`src/rtl/sar_search.sv`:
```
// Successive-approximation driver for an external signed comparator: walks an
// offset-binary trial value until the target on the comparator A side is found.
// Optional early exit on equality is compiled in with SAR_SEARCH_EARLY_EXIT_EN.
module sar_search #(
    parameter int WIDTH   = 8,
    parameter int TIMEOUT = 15
) (
    input  logic             clk,
    input  logic             rst_n,
    input  logic             start,
    output logic             busy,
    output logic [WIDTH-1:0] probe,
    output logic             probe_valid,
    input  logic             cmp_valid,
    input  logic             cmp_ge,
    input  logic             cmp_eq,
    output logic             done,
    output logic [WIDTH-1:0] result,
    output logic             err,
    output logic [3:0]       nprobes
);

    localparam int BW = (WIDTH > 1) ? $clog2(WIDTH) : 1;
    localparam logic [WIDTH-1:0] MSB_MASK  = {1'b1, {(WIDTH-1){1'b0}}};
    localparam logic [BW-1:0]    TOP_BIT   = BW'(WIDTH - 1);
    localparam logic [7:0]       TIMEOUT_V = 8'(TIMEOUT);

    typedef enum logic [1:0] {
        S_IDLE,
        S_PROBE,
        S_WAIT,
        S_FINISH
    } state_t;

    state_t           state_q, state_d;
    logic [WIDTH-1:0] u_q, u_d;
    logic [BW-1:0]    bit_q, bit_d;
    logic [7:0]       timer_q, timer_d;
    logic [WIDTH-1:0] probe_q, probe_d;
    logic             probe_valid_q, probe_valid_d;
    logic             busy_q, busy_d;
    logic             done_q, done_d;
    logic [WIDTH-1:0] result_q, result_d;
    logic             err_q, err_d;
    logic [3:0]       nprobes_q, nprobes_d;

    logic             eq_hit;
    logic [BW-1:0]    bit_m1;
    logic [7:0]       timer_inc;

`ifdef SAR_SEARCH_EARLY_EXIT_EN
    // EQ without GE is a broken comparator answer; treat it as a plain miss.
    assign eq_hit = cmp_eq & cmp_ge;
`else
    logic unused_cmp_eq;
    assign unused_cmp_eq = cmp_eq;
    assign eq_hit        = 1'b0;
`endif

    assign bit_m1    = bit_q - BW'(1);
    assign timer_inc = timer_q + 8'd1;

    always_comb begin
        state_d       = state_q;
        u_d           = u_q;
        bit_d         = bit_q;
        timer_d       = timer_q;
        probe_d       = probe_q;
        probe_valid_d = probe_valid_q;
        busy_d        = busy_q;
        done_d        = 1'b0;
        result_d      = result_q;
        err_d         = err_q;
        nprobes_d     = nprobes_q;

        case (state_q)
            S_IDLE: begin
                if (start) begin
                    err_d     = 1'b0;
                    nprobes_d = 4'd0;
                    u_d       = MSB_MASK;
                    bit_d     = TOP_BIT;
                    busy_d    = 1'b1;
                    state_d   = S_PROBE;
                end
            end

            S_PROBE: begin
                // u is offset-binary; flipping the MSB gives the signed trial.
                probe_d       = u_q ^ MSB_MASK;
                probe_valid_d = 1'b1;
                nprobes_d     = nprobes_q + 4'd1;
                timer_d       = 8'd0;
                state_d       = S_WAIT;
            end

            S_WAIT: begin
                if (cmp_valid) begin
                    probe_valid_d = 1'b0;
                    if (eq_hit) begin
                        state_d = S_FINISH;
                    end else begin
                        if (!cmp_ge) begin
                            u_d[bit_q] = 1'b0;
                        end
                        if (bit_q == '0) begin
                            state_d = S_FINISH;
                        end else begin
                            bit_d       = bit_m1;
                            u_d[bit_m1] = 1'b1;
                            state_d     = S_PROBE;
                        end
                    end
                end else begin
                    timer_d = timer_inc;
                    if (timer_inc == TIMEOUT_V) begin
                        err_d         = 1'b1;
                        probe_valid_d = 1'b0;
                        state_d       = S_FINISH;
                    end
                end
            end

            S_FINISH: begin
                done_d        = 1'b1;
                busy_d        = 1'b0;
                probe_valid_d = 1'b0;
                // An aborted search leaves the previous answer in place.
                if (!err_q) begin
                    result_d = u_q ^ MSB_MASK;
                end
                state_d = S_IDLE;
            end

            default: begin
                state_d = S_IDLE;
            end
        endcase
    end

    always_ff @(posedge clk or negedge rst_n) begin
        if (!rst_n) begin
            state_q       <= S_IDLE;
            u_q           <= '0;
            bit_q         <= TOP_BIT;
            timer_q       <= 8'd0;
            probe_q       <= '0;
            probe_valid_q <= 1'b0;
            busy_q        <= 1'b0;
            done_q        <= 1'b0;
            result_q      <= '0;
            err_q         <= 1'b0;
            nprobes_q     <= 4'd0;
        end else begin
            state_q       <= state_d;
            u_q           <= u_d;
            bit_q         <= bit_d;
            timer_q       <= timer_d;
            probe_q       <= probe_d;
            probe_valid_q <= probe_valid_d;
            busy_q        <= busy_d;
            done_q        <= done_d;
            result_q      <= result_d;
            err_q         <= err_d;
            nprobes_q     <= nprobes_d;
        end
    end

    assign busy        = busy_q;
    assign probe       = probe_q;
    assign probe_valid = probe_valid_q;
    assign done        = done_q;
    assign result      = result_q;
    assign err         = err_q;
    assign nprobes     = nprobes_q;

endmodule

```
`config.mk`:
```
export PLATFORM = sky130hd
export DESIGN_NAME = sar_search
export DESIGN_NICKNAME = d
export VERILOG_FILES = /design/src/rtl/sar_search.sv
export SDC_FILE = /design/constraint.sdc
export NUM_CORES = 1
export LEC_CHECK = 0
export ABC_AREA = 1
export CAP_MARGIN = 20
export CORE_MARGIN = 5
export CORE_UTILIZATION = 36
export CTS_CLUSTER_SIZE = 14
export DETAILED_ROUTE_END_ITERATION = 10
export PLACE_DENSITY = 0.68
export SETUP_SLACK_MARGIN = 0.05
export SYNTH_ARGS = -nofsm -noshare
export SYNTH_HDL_FRONTEND = slang
export SYNTH_SLANG_ARGS = --single-unit
```
`constraint.sdc`:
```
create_clock -name clk -period 1.4 [get_ports clk]
set_clock_uncertainty 0.05 [all_clocks]
set_input_delay 0.28 -clock clk [delete_from_list [all_inputs] [get_ports clk]]
set_output_delay 0.28 -clock clk [all_outputs]
set_load 0.01 [all_outputs]
```
# Word level (Yosys, flattened, before mapping)
# Cells that the tools add are included.
[word_totals] regBits=45 output_inout_bits=24 elab_cells=85
[op_classes] n_addsub=3 n_lt_le_gt_ge=4 n_eq_ne=10 n_mux=34 n_bitwise=5 reduce_logical=18
[op_table] op="$mux W8" n=7
[op_table] op="$pmux W8 S2" n=2
[op_table] op="$reduce_and A2 Y1" n=6
[op_table] op="$ne A2 B2 Y1 const B" n=5
[op_table] op="$mux W1" n=9
[op_table] op="$mux W3" n=3
[op_table] op="$add A8 B1 Y8 const B" n=1
[op_table] op="$and A8 B8 Y8" n=1
[op_table] op="$eq A8 B4 Y1 const B" n=1
[op_table] op="$lt A3 B4 Y1 const B" n=2
[op_table] op="$mux W2" n=4
[op_table] op="$not A8 Y8" n=1
[op_table] op="$or A8 B8 Y8" n=1
[op_table] op="$pmux W2 S4" n=1
[op_table] op="$pmux W4 S2" n=1
[op_table] op="$reduce_and A4 Y1" n=2
[op_table] op="$reduce_bool A2 Y1" n=4
[op_table] op="$demux W1 S3" n=2
[op_table] op="$ge A3 B1 Y1 const B" n=2
[op_table] op="$pmux W3 S2" n=1
[op_table] op="$add A4 B1 Y4 const B" n=1
[op_table] op="$eq A2 B2 Y1 const B" n=2
[op_table] op="$mux W4" n=1
[op_table] op="$pmux W1 S2" n=2
[op_table] op="10 further kinds" n=12

# Longest topological paths before layout
# Gate-level depths: netlist of run 1.
[logic_depth] ltp_word=13 mapped_depth=11

# Least setup slack after synthesis of run 1
# OpenSTA, ideal clock, no wires.
[synth_timing] path_type="flip-flop to flip-flop" startpoint="register bit_q[0]" endpoint="register u_q[7]" setup_time_ns=0.121 t_arrival_ns=1.335 setup_slack_ns=-0.106 path_stages_with_launch=8 n_path_buf=0 synth_period_minus_slack_ns=1.506 cell_sequence="dfstp_2 -> inv_1 -> ha_1 -> xnor2_1 -> nor2_1 -> nand2_1 -> nand2_1 -> a22o_1"
[synth_between] elab_chain_cells=13 word_cells_on_any_way=21
[synth_lines] element="from (decl)" line_no="37" rtl="logic [BW-1:0] bit_q, bit_d;"
[synth_lines] element="from (signal assigned)" line_no="157" rtl="bit_q <= bit_d;"
[synth_lines] element="$lt A3 B4 Y1 (not written as such) / $ge A3 B1 Y1 (equally long branches)" line_no="104" rtl="u_d[bit_q] = 1'b0;"
[synth_lines] element="$logic_and A1 B1 Y1 (not written as such)" line_no="104"
[synth_lines] element="$mux W1 (not written as such)" line_no="104"
[synth_lines] element="$demux W1 S3" line_no="104"
[synth_lines] element="$not A8 Y8 (no source line)"
[synth_lines] element="$and A8 B8 Y8 (no source line)"
[synth_lines] element="$mux W8" line_no="103" rtl="if (!cmp_ge) begin"
[synth_lines] element="$mux W8" line_no="98" rtl="if (cmp_valid) begin"
[synth_lines] element="$mux W8" line_no="76" rtl="case (state_q)"
[synth_lines] element="$or A8 B8 Y8 (no source line)"
[synth_lines] element="$mux W8 (*)" line_no="106" rtl="if (bit_q == '0) begin"
[synth_lines] element="$mux W8 (*)" line_no="98"
[synth_lines] element="$pmux W8 S2 (*)" line_no="76"
[synth_lines] element="to (signal assigned)" line_no="156" rtl="u_q <= u_d;"
[synth_lines] element="to (decl)" line_no="36" rtl="logic [WIDTH-1:0] u_q, u_d;"
# Mark *: on every way between the ends. The rest lies on a longest branch, timed or not. The select of a mux whose other input is x is not followed.
# A chain may end at the register's enable or synchronous reset.

# Worst setup path in the final report of run 1
[layout_timing] startpoint="register bit_q[1]" endpoint="register u_q[5]"
# Same word-level chain as after synthesis.

==> run summary, run 1 <==
status -> finished with violations
failing checks -> setup timing
first-pass GRT wire length -> 8160 um
sequential-to-total area share from yosys stat -> 54.1%
antenna-violating nets left -> 0
clock share of power -> 16.0%
Worst Tran Pin Value -> 322 ps
Int Power -> 0.00358 W
post-synthesis cell area -> 0.00209 sq mm
area leader, netlist -> dfrtp_1
Fin Setup TNS -> -905 ps
post-DR vias/cell -> 5.07
static leakage -> 1.49 nW
drc violations -> 0
Async SR Flop Fraction -> 100%
CP Class -> flip-flop to flip-flop
1st-iter DRT viols -> 132
Post-synth EDFFs -> 0
overflow left after global routing -> 0
number of top-level pins -> 30
RR Startpoint -> bit_q[1]
Final GP Congestion -> 0.905
crit path max fanout -> 3
largest cells by area after synthesis -> dfrtp_1 50%, nand2_1 10%, o21ai_0 6.7%, inv_1 5.2%, dfstp_2 3.8%
Power Density -> 1960 mW/mm^2
Cells after Synth -> 242
clk slew on worst S/H paths -> 90 ps
area grow syn2layout -> 45.2%
antenna violations before repair -> 0
placed wire-length estimate -> 3390 um
register bit total from synthesis -> 45
r2r setup slk -> -170 ps
share of cells above drive strength 1 -> 31.9%
Critical Path RT -> 1530 ps
Final Slew Violations -> 0
WP data arrival -> 1710 ps
Die Span Y -> 86.2 um
Max Buffers Root-to-Sink -> 2
Final Cell Area -> 0.00303 sq mm
root buf cell -> clkbuf_8
Worst Setup SP -> bit_q[1]
vias -> 1,936
Post-Syn Nets -> 253
RSZ-0062 raised after global routing -> true
n_diodes -> 0
routed len/inst -> 13.0 um
worst path cell trace -> inv_4 > ha_4 > xnor2_4 > buf_4 > nor2_4 > a21oi_1 > o22ai_1
full die area -> 0.00743 sq mm
final setup vio count -> 10
Setup crit start kind -> flip-flop
clk_lat worst skew -> 300 ps
Worst Hold Class -> input pin to asynchronous set/reset pin
reg-to-reg endpoint -> u_q[5]
pre-CTS WS -> -151 ps
syn_area_per_cell -> 8.63 sq um
GRT Overall Usage -> 13.6%
final wirelength -> 4970 um
met2 wire length -> 2440 um
Sw Ratio -> 39.8%
Most used DFF post-synth -> dfrtp_1
synth unique cells -> 27
DR top layer -> met4
IO Port Bufs -> 28
CTS tree -> done
Max Cap Viol -> 0
Final Net Count -> 321
final setup margin -> -174 ps
Initial Utilization -> 37.5%
clk sinks -> 45
vias in the first global route -> 1,771
Syn. warnings -> 0
CP endpoint kind -> flip-flop
path depth of the worst reg2reg path -> 7
first-pass iteration count of the detailed router -> 5
NetSw -> 0.00237 W
Sequential Power Share -> 33.7%
WL met3 -> 232 um
Final Hold Violating Endpoints -> 0
DRT met1 WL -> 2160 um
fraction of the cycle the final worst path needs -> 112%
die width -> 86.2 um
Fmax -> 635 MHz
Slew HR -> 78.6%
Yosys top cell area share -> 50.3%
Comb pwr share -> 50.2%
row count -> 27
CP max stage delay -> 560 ps
slowest stage cell on the critical path -> dfstp_2
total clock buffers created by CTS -> 5
Design Power -> 0.00595 W
placed cell areas -> 0.00267 sq mm
Worst IR Drop VDD -> 0.730 mV
CTS H-tree depth -> 2
post-layout min period -> 1570 ps
Core Box Area -> 0.00557 sq mm
largest net degree at the start of global routing -> 34
-- Yosys cell counts, types with 2 or more instances --
cell / number
nand3_2: 2
a21oi_1: 14
nor2_4: 2
nand3_1: 12
a32o_1: 2
inv_1: 29
dfstp_2: 3
nand2_2: 2
o21ai_0: 28
nand2_1: 57
clkbuf_1: 2
inv_2: 2
ha_1: 5
nor2_1: 20
o22ai_1: 7
dfrtp_1: 42
o21ai_1: 3
-- cell usage in the layout (no fill, tap or decap), types with 2 or more instances in the layout --
master           netlist  layout
nand2_1               57      52
dfrtp_1               42      41
buf_4                  0      31
dlygate4sd2_1          0      23
o21ai_0               28      20
inv_1                 29      19
a21oi_1               14      13
nand3_1               12      10
nor2_1                20       9
nor2_2                 0       7
inv_2                  2       6
nor2_4                 2       6
nand2_4                1       6
o22ai_1                7       6
o21ai_2                0       6
inv_4                  0       5
o21ai_1                3       5
clkbuf_8               0       5
buf_6                  1       4
nand3_2                2       3
ha_4                   0       3
dfstp_2                3       3
clkdlybuf4s50_1        0       3
nand2_2                2       2
a32o_1                 2       2
ha_1                   5       2
-- layer usage --
metal	vias to the layer above	track usage [%]
met5	-	0
met4	0	5.95
met3	15	3.52
met2	58	22.2
met1	931	17.1
li1	932	-
-- cell type report --
cell class / count / area (sq um)
flip-flops and latches: 45 / 1130
clock buffers: 5 / 68.8
multi-input cells: 162 / 1020
inverters: 31 / 134
well taps: 72 / 90.1
repair buffers: 65 / 554
clock inverters: 2 / 35.0
fillers: 489 / 2540
-- cells by family (layout without fill, tap and decap cells) --
kind of cell / count (synthesis) / in the layout / share of synthesized area [%]
xor+xnor: 2 / 2 / 0.838
compound gates: 57 / 57 / 15.0
flops: 45 / 45 / 54.1
fa+ha+maj: 5 / 5 / 2.99
buf+inv: 35 / 103 / 6.71
simple gates: 98 / 98 / 20.4
-- how the worst max path moves through the flow --
stage	end	slack, ps	depth (start not counted)
finish	u_q[5]	-170	7
global route	probe_valid	-250	10
CTS	probe_valid	-140	11
detailed placement	probe_valid	-150	11
global placement	u_q[6]	-110	5
floorplan	probe_valid	-30	11
-- metrics by stage --
| stage | cells | hold WS [ps] | util [%] |
|---|---|---|---|
| 2_1_floorplan | 242 | -65.6 | - |
| 3_3_place_gp | 363 | 143 | 47.9 |
| 3_5_place_dp | 363 | 147 | 47.9 |
| 4_1_cts | 374 | 362 | 50.9 |
| 5_1_grt | 382 | 391 | 54.4 |
| 6_report | 382 | 356 | 54.4 |
-- power by group through the flow --
stage	Clock, W	Sequential [W]	Combinational [W]
finish	0.000954	0.00201	0.00299
global route	0.00103	0.00207	0.00327
detailed placement	0	0.00203	0.00243
floorplan	0	0.00212	0.00124
CTS	0.000978	0.00201	0.00250
global placement	0	0.00201	0.00240
-- critical path, delay by kind of cell, from the launching register on --
| kind | cells | cell delay, ps |
|---|---|---|
| simple gates | 1 | 30 |
| buf+inv | 2 | 200 |
| compound gates | 2 | 260 |
| fa+ha+maj | 1 | 170 |
| flops | 1 | 560 |
| xor+xnor | 1 | 180 |
-- registers in the layout, indices dropped and copies added, names as in the netlist --
name and flops:
busy 1, err 1, nprobes 4, state_q 2, probe 8, result 8, u_q 8, bit_q 3
probe_valid 1, done 1, timer_q 8
-- timing repair --
item / in CTS / in global routing
pin swaps: 14 / 17
endpoints found under the setup margin: 39 / 27
setup buffers: 3 / 8
endpoints found under the hold margin: 9 / 0
hold buffers: 1 / 0
gates resized for setup: 51 / 41
(Power assumes the default switching activity.)
==> run 2, diff against run 1 <==
--- a/config.mk
+++ b/config.mk
@@ -11,8 +11,10 @@
 export CORE_UTILIZATION = 36
 export CTS_CLUSTER_SIZE = 14
 export DETAILED_ROUTE_END_ITERATION = 10
+export GPL_ROUTABILITY_DRIVEN = 0
 export PLACE_DENSITY = 0.68
 export SETUP_SLACK_MARGIN = 0.05
 export SYNTH_ARGS = -nofsm -noshare
 export SYNTH_HDL_FRONTEND = slang
 export SYNTH_SLANG_ARGS = --single-unit
+export TNS_END_PERCENT = 20
==> run 2 against run 1 <==
The flow still finishes with violations (setup timing). Non-clock buffer count decreased by 2. Via count decreased by 2.9%. Cell count decreased by 0.52%. Critical path depth increased by 1. Global-route usage increased by 0.13 points. Power decreased by 2.8%. Sequential power about the same. Largest power group unchanged.
==> run summary, run 2 (same netlist as run 1, synthesis figures left out) <==
status -> finished with violations
failing checks -> setup timing
Die Span Y -> 86.2 um (unchanged)
most frequent CP cell -> buf_4
clk sinks -> 45 (unchanged)
worst path cell trace -> buf_4 > inv_1 > ha_1 > nand3_1 > nor2_2 > nand3_2 > buf_4 > a22oi_2
share of cells above drive strength 1 -> 30.8% (-1.1 points)
Buf+Inv Stages, Crit Path -> 3 (+1)
r2r setup slk -> -130 ps (+40 ps)
n_diodes -> 0 (unchanged)
Final Hold Violating Endpoints -> 0 (unchanged)
most common cell after layout, fill and taps aside -> nand2_1
largest net degree at the start of global routing -> 33 (-2.9%)
clk slew on worst S/H paths -> 80 ps (about the same)
Fin Setup TNS -> -1100 ps (-196 ps)
Power Density -> 1930 mW/mm^2 (-1.5%)
final setup margin -> -135 ps (+39.2 ps)
number of top-level pins -> 30 (unchanged)
final wirelength -> 4890 um (-1.7%)
Sw Ratio -> 39.5% (-0.31 points)
Final Slew Violations -> 0 (unchanged)
CP max stage delay -> 420 ps (-140 ps)
Slew HR -> 75.0% (-3.6 points)
row count -> 27 (unchanged)
pre-CTS WS -> -133 ps (+17.9 ps)
full die area -> 0.00743 sq mm (unchanged)
NetSw -> 0.00228 W (-3.6%)
Worst Hold Class -> input pin to asynchronous set/reset pin
Critical Path Sink -> state_q[0]
commonest non-fill, non-tap cells in the layout -> 51 x nand2_1, 40 x dfrtp_1, 30 x buf_4, 24 x o21ai_0, 22 x inv_1
Max Buffers Root-to-Sink -> 2 (unchanged)
Initial Utilization -> 37.5% (unchanged)
path depth of the worst reg2reg path -> 8 (+1)
antenna violations before repair -> 0 (unchanged)
area grow syn2layout -> 43.2%
reg-to-reg endpoint -> state_q[0]
first-pass iteration count of the detailed router -> 4 (-1)
GRT Overall Usage -> 13.8% (+0.13 points)
slowest stage cell on the critical path -> dfrtp_1
Int Power -> 0.00349 W (-2.3%)
IO Port Bufs -> 28 (unchanged)
clock share of power -> 16.7% (+0.7 points)
fraction of the cycle the final worst path needs -> 110% (-2.8 points)
RR Startpoint -> timer_q[0]
Critical Path RT -> 1570 ps (+40 ps)
root buf cell -> clkbuf_8
Core Box Area -> 0.00557 sq mm (unchanged)
CP Depth -> 8 (+1)
Worst IR Drop VDD -> 0.768 mV (+5.3%)
Worst Setup SP -> timer_q[0]
die width -> 86.2 um (unchanged)
WP data arrival -> 1710 ps (about the same)
Fmax -> 652 MHz (+2.6%)
antenna-violating nets left -> 0 (unchanged)
routed len/inst -> 12.9 um (-1.2%)
vias -> 1,879 (-2.9%)
Final Net Count -> 319 (-0.62%)
total clock buffers created by CTS -> 5 (unchanged)
CP Class -> flip-flop to flip-flop
CTS H-tree depth -> 2 (unchanged)
delay-heaviest family, CP -> flip-flops
Comb pwr share -> 48.7% (-1.5 points)
drc violations -> 0 (unchanged)
first-pass GRT wire length -> 8160 um (about the same)
overflow left after global routing -> 0 (unchanged)
final setup vio count -> 13 (+3)
CP endpoint kind -> flip-flop
Worst Tran Pin Value -> 375 ps (+53.9 ps)
clk_lat worst skew -> 300 ps (about the same)
post-layout min period -> 1530 ps (-39.2 ps)
crit path max fanout -> 3 (unchanged)
CTS tree -> done
post-DR vias/cell -> 4.94 (-2.4%)
placed wire-length estimate -> 3280 um (-3.3%)
fill count -> 495 (+1.2%)
static leakage -> 1.48 nW (-0.47%)
Setup crit start kind -> flip-flop
Design Power -> 0.00578 W (-2.8%)
Max Cap Viol -> 0 (unchanged)
Sequential Power Share -> 34.6% (+0.9 points)
vias in the first global route -> 1,745 (-1.5%)
1st-iter DRT viols -> 150 (+14%)
RSZ-0062 raised after global routing -> true
==> run 2: final cells by class <==
class	instances	area, sq um	share of cell area, %
repair buffers	63	538	18.0
flip-flops and latches	45	1130	37.9
multi-input cells	162	1000	33.5
well taps	72	90.1	3.01
clock buffers	5	68.8	2.30
inverters	31	124	4.14
clock inverters	2	35.0	1.17
==> run 2: power by group through the flow <==
stage	clock network [W]	logic [W]	registers [W]
global route	0.00103	0.00311	0.00207
CTS	0.000975	0.00243	0.00198
detailed placement	0	0.00239	0.00202
global placement	0	0.00236	0.00201
floorplan	0	0.00121	0.00211
finish	0.000963	0.00282	0.00200
==> run 2: layer usage <==
layer | track usage [%] | wire [um] | vias to the layer above
met1 | 17.7 | 2140 | 877
met3 | 3.80 | 295 | 17
met4 | 5.95 | 136 | 0
met5 | 0 | 0 | -
li1 | - | - | 927
met2 | 21.7 | 2310 | 58
==> run 2: worst min path at each step <==
| stage | start | endpoint | slack, ps | cells after the start |
|---|---|---|---|---|
| after detailed placement | rst_n | timer_q[4] | 160 | 1 |
| after global routing | rst_n | timer_q[4] | 410 | 2 |
| after global placement | rst_n | timer_q[4] | 160 | 1 |
| final | rst_n | timer_q[4] | 370 | 2 |
| after floorplan | rst_n | busy | -70 | 0 |
| after CTS | rst_n | timer_q[4] | 370 | 2 |
==> run 2: what timing repair did <==
action,in CTS,in global routing
endpoints found under the hold margin,10,0
pin swaps,2,11
setup endpoints to repair,39,45
setup buffers,3,4
gates resized for setup,34,47
hold buffers,1,0
==> run 2: through the flow <==
stage | cell area (sq um) | hold WS (ps) | instances | util [%]
2_1_floorplan | 2110 | -65.6 | 242 | -
3_3_place_gp | 2670 | 158 | 365 | 47.9
3_5_place_dp | 2670 | 165 | 365 | 47.9
4_1_cts | 2810 | 374 | 376 | 50.5
5_1_grt | 2990 | 405 | 380 | 53.7
6_report | 2990 | 373 | 380 | 53.7
